## config.mk

```make
export PLATFORM = sky130hd
export DESIGN_NAME = seven_segment_reader
export DESIGN_NICKNAME = d
export VERILOG_FILES = /design/src/rtl/seven_seg_pkg.sv /design/src/rtl/seg_pattern_decode.sv /design/src/rtl/seven_segment_reader.sv
export SDC_FILE = /design/constraint.sdc
export NUM_CORES = 1
export LEC_CHECK = 0
export CAP_MARGIN = 40
export CORE_AREA = 2 2 60 119
export CTS_BUF_LIST = sky130_fd_sc_hd__clkbuf_8
export DETAILED_ROUTE_END_ITERATION = 16
export DIE_AREA = 0 0 62 121
export PLACE_DENSITY = 0.76
export SKIP_CTS_REPAIR_TIMING = 1
export SYNTH_ARGS = -nofsm -noshare
export SYNTH_HDL_FRONTEND = slang
export SYNTH_SLANG_ARGS = --single-unit
```

## constraint.sdc

```tcl
create_clock -name clk -period 2.5 [get_ports clk]
set_input_delay 0.75 -clock clk [delete_from_list [all_inputs] [get_ports clk]]
set_output_delay 0.75 -clock clk [all_outputs]
set_load 0.05 [all_outputs]
```

## src/rtl/seven_seg_pkg.sv

```systemverilog
// Shared constants and types for the seven-segment read-back monitor.
// Segment constants are active-high, bit6=g .. bit0=a.
package seven_seg_pkg;

  localparam logic [6:0] SEG_0 = 7'h3F;
  localparam logic [6:0] SEG_1 = 7'h06;
  localparam logic [6:0] SEG_2 = 7'h5B;
  localparam logic [6:0] SEG_3 = 7'h4F;
  localparam logic [6:0] SEG_4 = 7'h66;
  localparam logic [6:0] SEG_5 = 7'h6D;
  localparam logic [6:0] SEG_6 = 7'h7D;
  localparam logic [6:0] SEG_7 = 7'h07;
  localparam logic [6:0] SEG_8 = 7'h7F;
  localparam logic [6:0] SEG_9 = 7'h6F;

  localparam logic [3:0] DIGIT_INVALID = 4'hF;

  // Result of decoding one segment pattern.
  typedef struct packed {
    logic       err;
    logic [3:0] digit;
  } decoded_t;

  // Bits needed for a counter that must hold values 0..stable_cycles.
  function automatic int stable_cnt_width(input int stable_cycles);
    return $clog2(stable_cycles + 1);
  endfunction

endpackage

```

## src/rtl/seg_pattern_decode.sv

```systemverilog
// Combinational decode of an active-low gfedcba pattern back to a BCD digit.
// Anything that is not one of the ten digit shapes reports DIGIT_INVALID with err set.
module seg_pattern_decode
  import seven_seg_pkg::*;
(
  input  logic [6:0] seg_n,
  output decoded_t   dec
);

  // Match the lit segments against the ten legal digit shapes.
  always_comb begin
    // NOTE: every output gets a default before the case, so no path can infer a latch.
    dec = '{err: 1'b0, digit: 4'd0};
    case (~seg_n)
      SEG_0:   dec.digit = 4'd0;
      SEG_1:   dec.digit = 4'd1;
      SEG_2:   dec.digit = 4'd2;
      SEG_3:   dec.digit = 4'd3;
      SEG_4:   dec.digit = 4'd4;
      SEG_5:   dec.digit = 4'd5;
      SEG_6:   dec.digit = 4'd6;
      SEG_7:   dec.digit = 4'd7;
      SEG_8:   dec.digit = 4'd8;
      SEG_9:   dec.digit = 4'd9;
      default: dec = '{err: 1'b1, digit: DIGIT_INVALID};
    endcase
  end

endmodule

```

## src/rtl/seven_segment_reader.sv

```systemverilog
// Read-back monitor for a multiplexed active-low 7-segment display.
// Synchronizes the segment/anode bus, waits for a stable single-anode sample,
// decodes it into the matching digit slot and hands out complete frames on a
// valid/ready interface, pulsing overrun when a finished frame cannot be taken.
// Optional: define SEG_READER_ERR_CNT_EN to add err_count, a saturating count of
// captures whose pattern was not a digit.
module seven_segment_reader
  import seven_seg_pkg::*;
#(
  parameter int NUM_DIGITS    = 4,
  parameter int STABLE_CYCLES = 4
) (
  input  logic                    clk,
  input  logic                    rst_n,
  input  logic [6:0]              seg_in,
  input  logic [NUM_DIGITS-1:0]   an_in,
  output logic [4*NUM_DIGITS-1:0] out_digits,
  output logic [NUM_DIGITS-1:0]   out_err,
  output logic                    out_valid,
  input  logic                    out_ready,
  output logic                    overrun
`ifdef SEG_READER_ERR_CNT_EN
  ,
  output logic [7:0]              err_count
`endif
);

  localparam int SAMPLE_W = NUM_DIGITS + 7;
  localparam int CNT_W    = stable_cnt_width(STABLE_CYCLES);
  localparam logic [CNT_W-1:0] CNT_MAX = CNT_W'(STABLE_CYCLES);

  logic [SAMPLE_W-1:0] sync_q1, sync_q2, prev_q;
  logic [CNT_W-1:0]    cnt_q, cnt_next;
  logic                sample_changed, reach, one_hot, capture;
  logic [NUM_DIGITS-1:0] an_act, capture_mask;
  logic [6:0]          seg_s;
  decoded_t            dec;

  logic [NUM_DIGITS-1:0][3:0] slot_digit_q;
  logic [NUM_DIGITS-1:0]      slot_err_q;
  logic [NUM_DIGITS-1:0]      filled_q;
  logic                       frame_done, load;

  // Two-flop synchronizer on the whole {an,seg} bus, plus last cycle's sample for change detection.
  always_ff @(posedge clk or negedge rst_n) begin
    if (!rst_n) begin
      sync_q1 <= '0;
      sync_q2 <= '0;
      prev_q  <= '0;
    end else begin
      // NOTE: sequential state uses <= so each flop takes the value from before the edge.
      sync_q1 <= {an_in, seg_in};
      sync_q2 <= sync_q1;
      prev_q  <= sync_q2;
    end
  end

  assign an_act         = ~sync_q2[SAMPLE_W-1:7];
  assign seg_s          = sync_q2[6:0];
  assign sample_changed = (sync_q2 != prev_q);
  assign one_hot        = (an_act != '0) && ((an_act & (an_act - NUM_DIGITS'(1))) == '0);

  // Stability counter: restart at 1 on any change, otherwise count up and saturate.
  always_comb begin
    cnt_next = cnt_q;
    if (sample_changed)       cnt_next = CNT_W'(1);
    else if (cnt_q != CNT_MAX) cnt_next = cnt_q + CNT_W'(1);
  end

  // Fire only on the cycle the count arrives at the limit, never while it sits there.
  assign reach        = (cnt_next == CNT_MAX) && ((cnt_q != CNT_MAX) || sample_changed);
  assign capture      = reach && one_hot;
  assign capture_mask = capture ? an_act : '0;

  // Stability counter register.
  always_ff @(posedge clk or negedge rst_n) begin
    if (!rst_n) cnt_q <= '0;
    else        cnt_q <= cnt_next;
  end

  seg_pattern_decode u_decode (
    .seg_n (seg_s),
    .dec   (dec)
  );

  assign frame_done = &filled_q;
  assign load       = frame_done && (!out_valid || out_ready);

  // Digit slots: a capture writes its slot; a finished frame empties the filled mask.
  always_ff @(posedge clk or negedge rst_n) begin
    if (!rst_n) begin
      // NOTE: the slots are only a few flops, so they are reset with everything else; a RAM would not be.
      slot_digit_q <= '0;
      slot_err_q   <= '0;
      filled_q     <= '0;
    end else begin
      filled_q <= (frame_done ? '0 : filled_q) | capture_mask;
      for (int i = 0; i < NUM_DIGITS; i++) begin
        if (capture_mask[i]) begin
          slot_digit_q[i] <= dec.digit;
          slot_err_q[i]   <= dec.err;
        end
      end
    end
  end

  // Output frame register and handshake; a frame that cannot load is dropped with an overrun pulse.
  always_ff @(posedge clk or negedge rst_n) begin
    if (!rst_n) begin
      out_digits <= '0;
      out_err    <= '0;
      out_valid  <= 1'b0;
      overrun    <= 1'b0;
    end else begin
      overrun <= frame_done && out_valid && !out_ready;
      if (load) begin
        out_digits <= slot_digit_q;
        out_err    <= slot_err_q;
        out_valid  <= 1'b1;
      end else if (out_valid && out_ready) begin
        out_valid  <= 1'b0;
      end
    end
  end

`ifdef SEG_READER_ERR_CNT_EN
  // Saturating count of captures whose pattern did not decode to a digit.
  always_ff @(posedge clk or negedge rst_n) begin
    if (!rst_n)                                        err_count <= '0;
    else if (capture && dec.err && err_count != 8'hFF) err_count <= err_count + 8'd1;
  end
`endif

endmodule

```

==> flow_summary_export.csv, run 1 <==
group,metric,value,unit
outcome,status,"complete, no violations",
grt,grt_max_degree,49,
timing,tightestPinTransition,498,ps
final_layout,insertedDiodeCount,0,
yosys,synth_cell_types,43,
yosys,synth_area,3220,µm²
timing,rsz0062_at_grt,"false",
timing,slew_violations,0,
setup_path,worstPathRequired,1750,ps
die,die_y,121,µm
grt,grt-ovfl-total,0,
clocking,cts_root_buffer,"clkbuf_8",
yosys,postSynthCellCount,230,
setup_path,cp_max_fo,2,
clocking,clk_latency,350,ps
pwr,peakVddDrop,453,µV
pwr,total_power,2.37,mW
place,place.gp.congestion,0.747,
die,fp.dieW,62,µm
drt,routed.top_layer,"met4",
yosys,avgSynthCellArea,14.0,µm²
setup_path,crit_path_end_kind,"output port",
timing,fmax,439,MHz
yosys,synth_area_leader_cell,"dfrtp_1",
drt,drt_iter0_markers,56,
clocking,numCtsBuffers,9,
die,std_cell_rows,42,
yosys,synth.top_cell.area_share,0.638,
drt,ant_nets,0,
pwr,total_leakage_power,1.81,nW
worst_hold_path,hp-class,"in2async",
grt,grt_pass1_wl,9020,µm
job,drv_cap,0,
timing,final-setup-viol-count,0,
setup_path,cpMaxStageDelayCell,"clkdlybuf4s50_1",
yosys,ys_top_cells_by_count,"82 x dfrtp_1, 32 x mux2_2, 16 x nand2_1",
die,pin_count,36,
setup_path,worstSetupStartpointType,"flip-flop",
yosys,async_reset_ff_frac,1.00,
drt,drc,0,
setup_path,slowest_delay,810,ps
clocking,clkTransAtPathRegs,70,ps
die,die_area,7500,µm²
grt,antenna_found_initial,0,
timing,period_needed,2280,ps
timing,setup-tns-final,0,ps
setup_path,worstSetupPathType,"reg2out",
final_layout,area_delta_synth_final,20.9,%
final_layout,nNetsFinal,290,
setup_path,worstPathCellList,"clkdlybuf4s50_1",
yosys,ys.warnings.count,0,
setup_path,path_buf_inv,1,
pwr,p_per_area,610,nW/µm²
grt,track_usage,0.170,
timing,relSlewSlack,0.667,
yosys,synth_edf_count,0,
timing,post-route-period-util,0.911,
clocking,cts_buffer_depth,2,
setup_path,crit_arrival,1530,ps
drt,wl_per_cell,14.4,µm
yosys,yosysMostFrequentCell,"dfrtp_1",
final_layout,drive_gt1_frac,0.234,
drt,dr_total_vias,1911,
place,place_hpwl,3860,µm
yosys,ys_seq_area_frac,0.638,
grt,grt_pass1_vias,2014,
drt,wl,5290,µm
die,initial_core_util,0.490,
clocking,cts_max_level,3,
drt,dr_wl_met3,173,µm
place,io_buffers,35,
drt,drtPass1Iterations,4,
clocking,cts_tree,"done",
yosys,ys_seq_elements,82,
yosys,synth.area.top_cells,"dfrtp_1 64%, mux2_2 11%, xor2_1 2.2%",
final_layout,final_area,3890,µm²
yosys,ys.flop_type,"dfrtp_1",
timing,fin_skew,11.0,ps
drt,detail_route.vias_per_cell,5.22,
timing,hold_viol,0,
drt,routedLengthMet1,1940,µm
setup_path,critPathTopFamily,"buffers and inverters",
drt,wl_met2,2970,µm
place,post_dp_cell_area,3710,µm²
yosys,syn_nets,246,
clocking,cts_sinks,82,
die,coreArea,6570,µm²
-- layout by cell type (no fill, tap or decap), drive strengths merged, types with 3 or more instances in the layout --
cell,netlist,final
dfrtp,82,82
clkdlybuf4s50,0,34
nand2b,3,3
clkbuf,3,9
clkinv,0,3
mux2,36,36
or3,4,4
o31ai,8,8
nand4b,4,4
nand2,16,16
buf,9,11
xor2,8,8
nor3,7,7
nor2,7,7
xnor2,7,7
inv,5,6
-- final timing paths --
| path | start | endpoint | slack [ps] | cells past startpoint |
|---|---|---|---|---|
| max | out_digits[12] | out_digits[12] | 220 | 1 |
| max reg2reg | sync_q2[9] | slot_digit_q[12] | 300 | 7 |
| min reg2reg | sync_q1[3] | sync_q2[3] | 350 | 0 |
| min | rst_n | sync_q1[0] | 340 | 1 |
| min in group clk | sync_q1[3] | sync_q2[3] | 350 | 0 |
| max in group asynchronous | rst_n | out_digits[13] | 1580 | 2 |
-- per-layer routing --
layer | GRT usage | vias up
met5 | 0 | -
met4 | 0.109 | 0
met3 | 0.0480 | 14
met2 | 0.280 | 38
met1 | 0.177 | 968
li1 | - | 891
-- cells by family (layout without fill, tap and decap cells) --
family	Yosys count	in the layout	share of synthesized area
mux	36	36	0.131
fa+ha+maj	2	2	0.00778
buf+inv	17	65	0.0272
simple gates	56	56	0.103
xor+xnor	15	15	0.0408
compound gates	22	22	0.0521
flops	82	82	0.638
-- sequential cells by signal, indices dropped and copies added, names as in the netlist --
register / flops
sync_q2: 11
filled_q: 4
overrun: 1
slot_err_q: 4
out_valid: 1
slot_digit_q: 16
out_digits: 16
cnt_q: 3
out_err: 4
sync_q1: 11
prev_q: 11
-- metrics by stage --
stage                     std cells  utilization  worst slack, ps  hold slack (ps)
final                           366        0.592              223              340
after global routing            366        0.592              116              356
after CTS                       366        0.592              197              340
after detailed placement        351        0.564              244              335
after global placement          351        0.564              266              332
after floorplan                 230            -              511              331
-- power breakdown --
part	total [mW]	leakage (nW)	internal [mW]	switching, mW
registers	1.37	1.06	1.35	0.0214
clock network	0.886	0.0963	0.450	0.436
logic	0.112	0.653	0.0503	0.0620
-- final cells by class --
type | count | area (µm²)
Tap cell | 88 | 110
Sequential cell | 82 | 2050
Timing Repair Buffer | 45 | 448
Fill cell | 543 | 2680
Inverter | 5 | 18.8
Multi-Input combinational cell | 131 | 1080
Clock buffer | 9 | 124
Clock inverter | 6 | 60.1
No activity file was read; power rests on OpenSTA's default activity.
==> inputs of run 2 (changes only) <==
CTS_CLUSTER_SIZE = 25   (was default)
SLEW_MARGIN = 20   (was default)
==> results of run 2 <==
No change in the layout: final DEF, timing and power equal those of run 1.
